### src/rtl/cut_agc_pkg.sv
// Shared types and helpers for the DBF cut_ctl AGC: gain-index/cut mapping and the stage-2 sample record.
// Latency: n/a (declarations only); backpressure: n/a.
package cut_agc_pkg;

  localparam int         LEAD_W     = 5;
  localparam logic [2:0] CUT_BYPASS = 3'd7;

  typedef struct packed {
    logic              vld;
    logic              last;
    logic              sat;
    logic [LEAD_W-1:0] lead;
  } lead_smp_t;

  // g=0 is the widest window (no truncation); g=k>0 selects cut k-1.
  function automatic logic [2:0] g_to_cut(input logic [2:0] g);
    return (g == 3'd0) ? CUT_BYPASS : g - 3'd1;
  endfunction

  function automatic logic [2:0] cut_to_g(input logic [2:0] cut);
    return (cut == CUT_BYPASS) ? 3'd0 : cut + 3'd1;
  endfunction

endpackage

### src/rtl/cut_ctl_agc_dbf_if.sv
// I/Q observation stream, manual override and published AGC result for cut_ctl_agc_dbf.
// Latency: n/a (wiring only); backpressure: none, the stream is observe-only.
interface cut_ctl_agc_dbf_if #(
  parameter int LEN = 32
);
  import cut_agc_pkg::*;

  logic [LEN-1:0]    data_i;
  logic [LEN-1:0]    data_q;
  logic              in_valid;
  logic              manual_en;
  logic [2:0]        manual_cut;
  logic [2:0]        cut_ctl;
  logic              cut_valid;
  logic [LEAD_W-1:0] peak_lead;
  logic [15:0]       sat_cnt;

  modport master (
    output data_i, data_q, in_valid, manual_en, manual_cut,
    input  cut_ctl, cut_valid, peak_lead, sat_cnt
  );

  modport slave (
    input  data_i, data_q, in_valid, manual_en, manual_cut,
    output cut_ctl, cut_valid, peak_lead, sat_cnt
  );

endinterface

### src/rtl/lead_sign_cnt.sv
// Counts sign-bit copies directly below the MSB (0..LEN-1) of a two's complement word.
// Latency: combinational; backpressure: none.
module lead_sign_cnt
  import cut_agc_pkg::*;
#(
  parameter int LEN = 32
) (
  input  logic [LEN-1:0]    data,
  output logic [LEAD_W-1:0] lead
);

  // Ascending scan: the last mismatch found is the one nearest the MSB.
  always_comb begin
    lead = LEAD_W'(LEN - 1);
    for (int i = 0; i < LEN - 1; i++) begin
      if (data[i] != data[LEN-1]) begin
        lead = LEAD_W'(LEN - 2 - i);
      end
    end
  end

endmodule

### src/rtl/cut_ctl_agc_dbf.sv
// Closed-loop AGC choosing the DBF truncation window from per-frame peak sign headroom.
// Latency: last frame sample to cut_valid is 3 clocks; backpressure: none, every in_valid sample is consumed.
module cut_ctl_agc_dbf
  import cut_agc_pkg::*;
#(
  parameter int LEN       = 32,
  parameter int FRAME_LEN = 1024,
  parameter int HEADROOM  = 1,
  parameter int CNT_W     = $clog2(FRAME_LEN)
) (
  input logic              clk,
  input logic              rst_n,
  cut_ctl_agc_dbf_if.slave bus
);

  localparam logic [LEAD_W-1:0] LEAD_MAX = LEAD_W'(LEN - 1);
  localparam logic [CNT_W-1:0]  CNT_LAST = CNT_W'(FRAME_LEN - 1);

  logic [CNT_W-1:0]  cnt_q, cnt_d;
  logic [LEN-1:0]    di_q, di_d, dq_q, dq_d;
  logic              v1_q, v1_d, last1_q, last1_d;
  logic [LEAD_W-1:0] lead_i, lead_q;
  lead_smp_t         s2_q, s2_d;
  logic [LEAD_W-1:0] min_q, min_d, res_min_q, res_min_d, peak_q, peak_d;
  logic [15:0]       sacc_q, sacc_d, res_sat_q, res_sat_d, satc_q, satc_d;
  logic              res_vld_q, res_vld_d, vld_q, vld_d;
  logic [2:0]        g_q, g_d, gt, cut_now;
  logic [LEAD_W-1:0] fold_min;
  logic [15:0]       fold_sat;
  int                gt_diff;

  assign cut_now = g_to_cut(g_q);

  lead_sign_cnt #(.LEN(LEN)) u_lead_i (.data(di_q), .lead(lead_i));
  lead_sign_cnt #(.LEN(LEN)) u_lead_q (.data(dq_q), .lead(lead_q));

  always_comb begin : s1_s2_comb
    cnt_d = cnt_q;
    if (bus.in_valid) begin
      cnt_d = (cnt_q == CNT_LAST) ? '0 : cnt_q + CNT_W'(1);
    end
    di_d    = bus.data_i;
    dq_d    = bus.data_q;
    v1_d    = bus.in_valid;
    last1_d = bus.in_valid && (cnt_q == CNT_LAST);

    // Saturation is judged against the window in force when the sample reaches this stage.
    s2_d.vld  = v1_q;
    s2_d.last = last1_q;
    s2_d.lead = (lead_i < lead_q) ? lead_i : lead_q;
    s2_d.sat  = (cut_now != CUT_BYPASS) &&
                ((lead_i <= LEAD_W'(cut_now)) || (lead_q <= LEAD_W'(cut_now)));
  end

  always_comb begin : s3_comb
    fold_min  = (s2_q.lead < min_q) ? s2_q.lead : min_q;
    fold_sat  = (!s2_q.sat || sacc_q == 16'hFFFF) ? sacc_q : sacc_q + 16'd1;
    min_d     = min_q;
    sacc_d    = sacc_q;
    res_vld_d = 1'b0;
    res_min_d = res_min_q;
    res_sat_d = res_sat_q;
    if (s2_q.vld) begin
      if (s2_q.last) begin
        res_vld_d = 1'b1;
        res_min_d = fold_min;
        res_sat_d = fold_sat;
        min_d     = LEAD_MAX;
        sacc_d    = '0;
      end else begin
        min_d  = fold_min;
        sacc_d = fold_sat;
      end
    end
  end

  always_comb begin : gain_comb
    gt_diff = int'(res_min_q) - HEADROOM;
    if (gt_diff <= 0) begin
      gt = 3'd0;
    end else if (gt_diff >= 7) begin
      gt = 3'd7;
    end else begin
      gt = 3'(gt_diff);
    end

    g_d    = g_q;
    vld_d  = res_vld_q;
    peak_d = peak_q;
    satc_d = satc_q;
    if (res_vld_q) begin
      peak_d = res_min_q;
      satc_d = res_sat_q;
      if (gt < g_q) begin
        g_d = gt;
      end else if (gt > g_q) begin
        g_d = g_q + 3'd1;
      end
    end
    // Manual override also reseeds g so release continues from the manual window.
    if (bus.manual_en) begin
      g_d = cut_to_g(bus.manual_cut);
    end
  end

  always_ff @(posedge clk or negedge rst_n) begin
    if (!rst_n) begin
      cnt_q     <= '0;
      di_q      <= '0;
      dq_q      <= '0;
      v1_q      <= 1'b0;
      last1_q   <= 1'b0;
      s2_q      <= '0;
      min_q     <= LEAD_MAX;
      sacc_q    <= '0;
      res_vld_q <= 1'b0;
      res_min_q <= '0;
      res_sat_q <= '0;
      g_q       <= 3'd0;
      vld_q     <= 1'b0;
      peak_q    <= '0;
      satc_q    <= '0;
    end else begin
      cnt_q     <= cnt_d;
      di_q      <= di_d;
      dq_q      <= dq_d;
      v1_q      <= v1_d;
      last1_q   <= last1_d;
      s2_q      <= s2_d;
      min_q     <= min_d;
      sacc_q    <= sacc_d;
      res_vld_q <= res_vld_d;
      res_min_q <= res_min_d;
      res_sat_q <= res_sat_d;
      g_q       <= g_d;
      vld_q     <= vld_d;
      peak_q    <= peak_d;
      satc_q    <= satc_d;
    end
  end

  assign bus.cut_ctl   = cut_now;
  assign bus.cut_valid = vld_q;
  assign bus.peak_lead = peak_q;
  assign bus.sat_cnt   = satc_q;

endmodule

### src/flat_wrapper.sv
// flat-port wrapper written by rule: the top's interface ports become plain ports
module cut_ctl_agc_dbf_flat import cut_agc_pkg::*;
#(
  parameter int LEN       = 32,
  parameter int FRAME_LEN = 1024,
  parameter int HEADROOM  = 1,
  parameter int CNT_W     = $clog2(FRAME_LEN)
)
  (clk, rst_n, bus_data_i, bus_data_q, bus_in_valid, bus_manual_en, bus_manual_cut, bus_cut_ctl, bus_cut_valid, bus_peak_lead, bus_sat_cnt);
  cut_ctl_agc_dbf_if #(.LEN(LEN)) bus_i ();
  input logic clk;
  input logic rst_n;
  input wire logic [$bits(bus_i.data_i)-1:0] bus_data_i;
  input wire logic [$bits(bus_i.data_q)-1:0] bus_data_q;
  input wire logic [$bits(bus_i.in_valid)-1:0] bus_in_valid;
  input wire logic [$bits(bus_i.manual_en)-1:0] bus_manual_en;
  input wire logic [$bits(bus_i.manual_cut)-1:0] bus_manual_cut;
  output wire logic [$bits(bus_i.cut_ctl)-1:0] bus_cut_ctl;
  output wire logic [$bits(bus_i.cut_valid)-1:0] bus_cut_valid;
  output wire logic [$bits(bus_i.peak_lead)-1:0] bus_peak_lead;
  output wire logic [$bits(bus_i.sat_cnt)-1:0] bus_sat_cnt;
  assign bus_i.data_i = bus_data_i;
  assign bus_i.data_q = bus_data_q;
  assign bus_i.in_valid = bus_in_valid;
  assign bus_i.manual_en = bus_manual_en;
  assign bus_i.manual_cut = bus_manual_cut;
  assign bus_cut_ctl = bus_i.cut_ctl;
  assign bus_cut_valid = bus_i.cut_valid;
  assign bus_peak_lead = bus_i.peak_lead;
  assign bus_sat_cnt = bus_i.sat_cnt;
  cut_ctl_agc_dbf #(.LEN(LEN), .FRAME_LEN(FRAME_LEN), .HEADROOM(HEADROOM), .CNT_W(CNT_W)) u_core (.clk(clk), .rst_n(rst_n), .bus(bus_i));
endmodule
### config.mk
export PLATFORM = sky130hd
export DESIGN_NAME = cut_ctl_agc_dbf_flat
export DESIGN_NICKNAME = d
export VERILOG_FILES = /design/src/rtl/cut_agc_pkg.sv /design/src/rtl/cut_ctl_agc_dbf_if.sv /design/src/rtl/lead_sign_cnt.sv /design/src/rtl/cut_ctl_agc_dbf.sv /design/src/flat_wrapper.sv
export SDC_FILE = /design/constraint.sdc
export NUM_CORES = 1
export LEC_CHECK = 0
export ABC_CLOCK_PERIOD_IN_PS = 4900
export CORE_MARGIN = 1
export CORE_UTILIZATION = 61
export DETAILED_ROUTE_END_ITERATION = 8
export PLACE_DENSITY = 0.95
export SLEW_MARGIN = 20
export SYNTH_ARGS = -nofsm -noshare
export SYNTH_HDL_FRONTEND = slang
export SYNTH_HIERARCHICAL = 1
export SYNTH_SLANG_ARGS = --single-unit
### constraint.sdc
create_clock -name clk -period 4.9 [get_ports clk]
set_input_delay 0.49 -clock clk [delete_from_list [all_inputs] [get_ports clk]]
set_output_delay 0.49 -clock clk [all_outputs]
set_load 0.005 [all_outputs]
* Word-level counts from Yosys, hierarchy flattened
Index checks and enable logic that the tools add are counted.
Cells by class: $add $sub $neg 6, magnitude comparators 8, eq/ne operators 66, mux-type cells 78, reductions and logical operators 10
Operators by type and width (number):
- $mux 5 | 63
- $ne 1x1->1 | 62
- $ge 32x4->1 const B | 1
- $le 32x1->1 const B | 1
- $mux 16 | 2
- $mux 3 | 8
- $add 16x1->16 const B | 1
- $eq 16x16->1 const B | 1
- $add 10x1->10 const B | 1
- $eq 10x10->1 const B | 1
- $le 5x3->1 | 2
- $lt 5x5->1 | 2
- $mux 10 | 1
- $add 3x1->3 const B | 2
- $sub 5x1->6 const B | 1
- $mux 1 | 4
- $reduce_and 2->1 | 2
- $eq 3x3->1 const B | 1
- $gt 3x3->1 | 1
- $logic_not 3->1 | 1
- $lt 3x3->1 | 1
- $ne 3x3->1 const B | 1
- $reduce_bool 3->1 | 1
- $sub 3x1->3 const B | 1
- 4 further kinds | 6
Word-level totals: bits in registers 152, input port bits 71, output and inout port bits 25, logic and storage cells 186

* Depth between registers and ports, before layout
depth after elaboration 35, mapped depth 14, gate-level depth less buffers 12

* Hierarchy
The synthesis kept the hierarchy.
By module, submodules not included:
- cut_ctl_agc_dbf | times used 1, cells each 547, area each 6391.1 sq um, sequential area each 3809.9 sq um
- lead_sign_cnt | times used 2, cells each 131, area each 758.2 sq um, sequential area each 0.0 sq um

* Worst setup path before layout
Ideal clock, no wire load.
path type reg-to-reg, from reg u_core.dq_q[31], to reg u_core/s2_q[0] in the netlist's numbering, arrival 2.622 ns, setup slack 2.209 ns, stages on the path, launching flop included 12, period minus slack after synthesis 2.691 ns, cell sequence dfrtp_1 buf_6 or3_4 a32oi_1 o21ai_0 a21oi_1 inv_1 ha_1 a21o_1 a21o_1 a2111o_1 nand3_1
RTL lines:
- from (decl) | line cut_ctl_agc_dbf.sv:20 | logic [LEN-1:0] di_q, di_d, dq_q, dq_d;
- from (signal assigned) | line cut_ctl_agc_dbf.sv:126 | dq_q <= dq_d;
- to (signal assigned) | line cut_ctl_agc_dbf.sv:113 | s2_q <= '0;
- to (signal assigned) | line cut_ctl_agc_dbf.sv:129 | s2_q <= s2_d;
- to (decl) | line cut_ctl_agc_dbf.sv:23 | lead_smp_t s2_q, s2_d;

==> impl_summary.log <==
[metrics] total of buffers placed on input and output ports: 95
[metrics] Compound-Gate Fraction of Synth Area: 18.2%
[metrics] worst skew pair latency: 420 ps
[metrics] Vert. Die Dim: 116 um
[metrics] Avg WL per Cell: 16.1 um
[metrics] Die Width: 116 um
[metrics] Detailed Route Iter0 Violations: 645
[metrics] leakage power total: 4.03 nW
[metrics] post-route DRC violation count: 0
[metrics] EDFF count, synth: 0
[metrics] average cell area after synthesis: 9.77 sq um
[metrics] number of rows in the core area: 41
[metrics] die area: 13400 sq um
[metrics] unique cell type count in the Yosys netlist: 65
[metrics] final weighted congestion in routability-driven placement: 0.871
[metrics] pre-CTS setup slack: 1540 ps
[metrics] part of the power in registers: 44.3%
[metrics] Sequential Area: 3810 sq um
[metrics] Simple-Gate Fraction of Synth Area: 17.6%
[metrics] reported net switching power: 1.06 mW
[metrics] part of the total power dissipated in the clock network: 33.7%
[metrics] share of the synthesized netlist area taken by xor and xnor gates: 2.22%
[metrics] power density over the cells: 370 nW/um^2
[metrics] DR vias: 6582
[metrics] WHS: 151 ps
[metrics] post-route clock skew: 6.19 ps
[metrics] min Tclk post-route: 3460 ps
[metrics] net count of the mapped netlist: 906
[metrics] post-cts repair resize count: 0
[metrics] Overall Power: 3.51 mW
[metrics] TritonCTS Sinks: 152
[metrics] unrepaired setup endpoints after global routing: false
[metrics] number of filler instances in the final layout: 826
[metrics] number of top-level design ports: 96
[metrics] count of state elements after synthesis: 152
[metrics] number of antenna violations at the first check in global routing: 0
[metrics] synthesized-area fraction occupied by adder cells: 4.11%
[metrics] Hold-fix buffers, CTS: 0
[metrics] setup TNS: 0 ps
[metrics] count of yosys warnings during synthesis: 6
[metrics] cell family with the largest share of critical-path delay: compound AO/OA/AOI/OAI gates
[metrics] CP required: 5260 ps
[metrics] arrival time reported for the critical path endpoint: 3820 ps
[metrics] primary flip-flop cell chosen by synthesis mapping: sky130_fd_sc_hd__dfrtp_1
[metrics] critical path's slowest cell: sky130_fd_sc_hd__dfrtp_1
[metrics] Critical Path Fanout Max: 31
[metrics] startpoint type of the worst setup path: register
[metrics] Clock Path Buffers: 2
[metrics] period utilisation layout: 70.6%
[metrics] mux contribution to synthesized area: 5.52%
[metrics] maximum operating frequency: 289 MHz
[metrics] category of the worst setup path capture point: register
[metrics] Syn Inst Count: 809
[metrics] combinational family with the most area after synthesis: compound AO/OA/AOI/OAI gates
[metrics] initial standard-cell utilization of the core: 62.7%
[metrics] core area: 12600 sq um
[metrics] buffers and inverters on the worst path: 1
[metrics] layout overhead on the synthesized area: 20.0%
[metrics] Multi-input gate area: 3780 sq um
[metrics] count of buffers added by post-CTS timing repair for setup: 0
[metrics] Cell Chain, Critical Path: nand3_1 -> a31o_2 -> a32oi_1 -> o21ai_0 -> a21oi_1 -> inv_1 -> ha_1 -> a21o_1 -> a21o_1 -> a2111o_1 -> nand3_1
[metrics] drt total wl: 17.4 mm
[metrics] type of the worst setup path: register to register
[metrics] number of global-route vias before repair: 6141
[metrics] worst setup margin: 1440 ps
[metrics] hold crit path type: primary input to asynchronous set/reset pin
[metrics] overall overflow remaining after global route: 0
[metrics] H-tree lvl count: 4
[metrics] run status: complete, no violations
[metrics] Combinational Power Share: 21.9%
[metrics] GRT Resource Usage Total: 27.8%
[metrics] total of endpoints with negative setup slack in the final report: 0
[metrics] worst slew margin relative to its limit: 35.4%
[metrics] clock slew at reported path FFs: 60 ps
[metrics] global-route wire length before repair: 29.0 mm
[metrics] Max Slew Vio Count: 0
[metrics] delay of the slowest critical-path stage: 900 ps
[metrics] Antenna Cells: 0
[metrics] Async S/R FF share, synth: 100%
[metrics] pin count of the biggest net entering global routing: 111
[metrics] Root Driver: sky130_fd_sc_hd__clkbuf_16
[metrics] portion of the post-synthesis area used by sequential elements: 48.2%
[metrics] DP Wirelength: 11.9 mm
[metrics] NumNets Final: 994
[metrics] share of cells above drive strength 1: 8.90%
[metrics] maximum capacitance violations: 0
[metrics] cts bufs inserted: 17
[metrics] net switching share of the total power: 30.1%
[metrics] number of iterations in the first detailed-routing pass: 5
[metrics] VDD IR max: 0.308 mV
[metrics] number of antenna-violating nets in the routed design: 0
[metrics] worst-margin pin slew: 969 ps
[metrics] internal power: 2.46 mW
[metrics] Avg Vias per Cell: 6.08
[metrics] number of endpoints with negative hold slack in the final report: 0
[metrics] synthesized cell area: 7910 sq um
[metrics] CTS tree: yes
[worst register-to-register path, cell delays in order (launching register included)]
cell and delay, ps:
sky130_fd_sc_hd__dfrtp_1 900, sky130_fd_sc_hd__nand3_1 250, sky130_fd_sc_hd__a31o_2 290, sky130_fd_sc_hd__a32oi_1 170, sky130_fd_sc_hd__o21ai_0 100, sky130_fd_sc_hd__a21oi_1 410
sky130_fd_sc_hd__inv_1 100, sky130_fd_sc_hd__ha_1 300, sky130_fd_sc_hd__a21o_1 170, sky130_fd_sc_hd__a21o_1 230, sky130_fd_sc_hd__a2111o_1 410, sky130_fd_sc_hd__nand3_1 60
[final timing paths]
| path | cells past startpoint | slack (ps) | end | from |
|---|---|---|---|---|
| max | 11 | 1440 | u_core/s2_q[0] | u_core/dq_q[31] |
| min | 1 | 150 | u_core/bus.sat_cnt[3] | rst_n |
| max reg2reg | 11 | 1440 | u_core/s2_q[0] | u_core/dq_q[31] |
| min reg2reg | 0 | 340 | u_core/s2_q[7] | u_core/v1_q |
| max in group asynchronous | 2 | 3620 | u_core/di_q[4] | rst_n |
| min in group clk | 0 | 340 | u_core/s2_q[7] | u_core/v1_q |
[synthesized netlist by cell type, types with 4 or more instances]
library cell,count,area [sq um]
sky130_fd_sc_hd__a21oi_1,31,155
sky130_fd_sc_hd__nor3_1,18,90.1
sky130_fd_sc_hd__inv_1,47,176
sky130_fd_sc_hd__nand3_1,42,210
sky130_fd_sc_hd__a21o_1,6,45.0
sky130_fd_sc_hd__and3_1,5,31.3
sky130_fd_sc_hd__a311oi_1,4,35.0
sky130_fd_sc_hd__dfstp_2,5,131
sky130_fd_sc_hd__buf_2,4,20.0
sky130_fd_sc_hd__nand4_1,13,81.3
sky130_fd_sc_hd__o32a_1,6,60.1
sky130_fd_sc_hd__nor2b_1,9,56.3
sky130_fd_sc_hd__nand2b_1,11,68.8
sky130_fd_sc_hd__a31o_2,6,52.6
sky130_fd_sc_hd__nand2_1,70,263
sky130_fd_sc_hd__ha_1,26,325
sky130_fd_sc_hd__o21ai_0,59,295
sky130_fd_sc_hd__dfrtp_1,147,3680
sky130_fd_sc_hd__a32o_1,4,40.0
sky130_fd_sc_hd__a31oi_1,11,68.8
sky130_fd_sc_hd__o211ai_1,14,105
sky130_fd_sc_hd__o22ai_1,15,93.8
sky130_fd_sc_hd__clkbuf_1,17,63.8
sky130_fd_sc_hd__a32oi_1,6,52.6
sky130_fd_sc_hd__mux2i_1,20,200
sky130_fd_sc_hd__or2_2,10,62.6
sky130_fd_sc_hd__mux2_2,21,236
sky130_fd_sc_hd__nor4_1,6,37.5
sky130_fd_sc_hd__o2bb2ai_1,13,114
sky130_fd_sc_hd__buf_4,4,30.0
sky130_fd_sc_hd__o21a_1,6,45.0
sky130_fd_sc_hd__a21boi_0,4,30.0
sky130_fd_sc_hd__nor2_1,62,233
sky130_fd_sc_hd__or3_1,13,81.3
sky130_fd_sc_hd__xnor2_1,17,149
[sequential cells by signal (all words and copies together), names as in the netlist]
signal,cells
u_core/res_sat_q,16
u_core/bus.peak_lead,5
u_core/bus.cut_valid,1
u_core/bus.sat_cnt,16
u_core/last1_q,1
u_core/dq_q,32
u_core/v1_q,1
u_core/di_q,32
u_core/min_q,5
u_core/cnt_q,10
u_core/res_min_q,5
u_core/g_q,3
u_core/s2_q,8
u_core/res_vld_q,1
u_core/sacc_q,16
[logic make-up (layout without fill, tap and decap cells)]
group | count (synthesis) | count (layout)
simple gates | 280 | 280
compound gates | 214 | 214
flops | 152 | 152
buf+inv | 76 | 177
mux | 41 | 41
fa+ha+maj | 26 | 26
xor+xnor | 20 | 20
[through the flow]
stage / utilization [%] / std cells / area (sq um)
after global routing: 75.2 / 1082 / 9490
after floorplan: - / 809 / 7910
after global placement: 70.9 / 1050 / 8950
after detailed placement: 70.9 / 1050 / 8950
final: 75.2 / 1082 / 9490
after CTS: 75.2 / 1082 / 9490
[power groups by stage]
stage / combinational [mW] / clock (mW) / sequential [mW]
after floorplan: 0.557 / 0 / 1.51
after global placement: 0.711 / 0 / 1.56
after detailed placement: 0.744 / 0 / 1.57
after CTS: 0.760 / 1.20 / 1.55
after global routing: 0.849 / 1.26 / 1.58
final: 0.771 / 1.19 / 1.56
[routing by layer]
layer | share of wire, % | vias up | track usage [%]
met3 | 5.8 | 36 | 6.85
met2 | 50 | 251 | 45.6
met5 | 0 | - | 0
met1 | 43 | 3157 | 35.9
li1 | - | 3138 | -
met4 | 1.7 | 0 | 10.1
[final cells by class]
type	instances	share of cell area, %
Tap cell	172	2.27
Clock buffer	24	4.87
Multi-Input combinational cell	581	39.8
Clock inverter	8	0.778
Sequential cell	152	40.2
Inverter	47	1.86
Timing Repair Buffer	98	10.3
[layout by cell type (no fill, tap or decap), drive strengths merged, types with 5 or more instances in the layout]
master | Yosys | routed
o2bb2ai | 13 | 13
or2 | 12 | 12
clkinv | 0 | 5
dfstp | 5 | 5
a21o | 6 | 6
a31oi | 11 | 11
clkbuf | 19 | 24
a32oi | 6 | 6
nor4 | 6 | 6
inv | 47 | 47
clkdlybuf4s50 | 0 | 94
nand2b | 11 | 11
a21oi | 31 | 31
and3 | 5 | 5
a31o | 6 | 6
mux2i | 20 | 20
ha | 26 | 26
nor2 | 64 | 64
o32a | 6 | 6
a21boi | 6 | 6
o21a | 6 | 6
nand4 | 13 | 13
o211ai | 14 | 14
nor3 | 20 | 20
nand3 | 43 | 43
nor2b | 9 | 9
xnor2 | 17 | 17
o22ai | 15 | 15
or3 | 16 | 16
dfrtp | 147 | 147
mux2 | 21 | 21
nand2 | 70 | 70
o21ai | 62 | 62
Power figures use the tool's default switching activity.
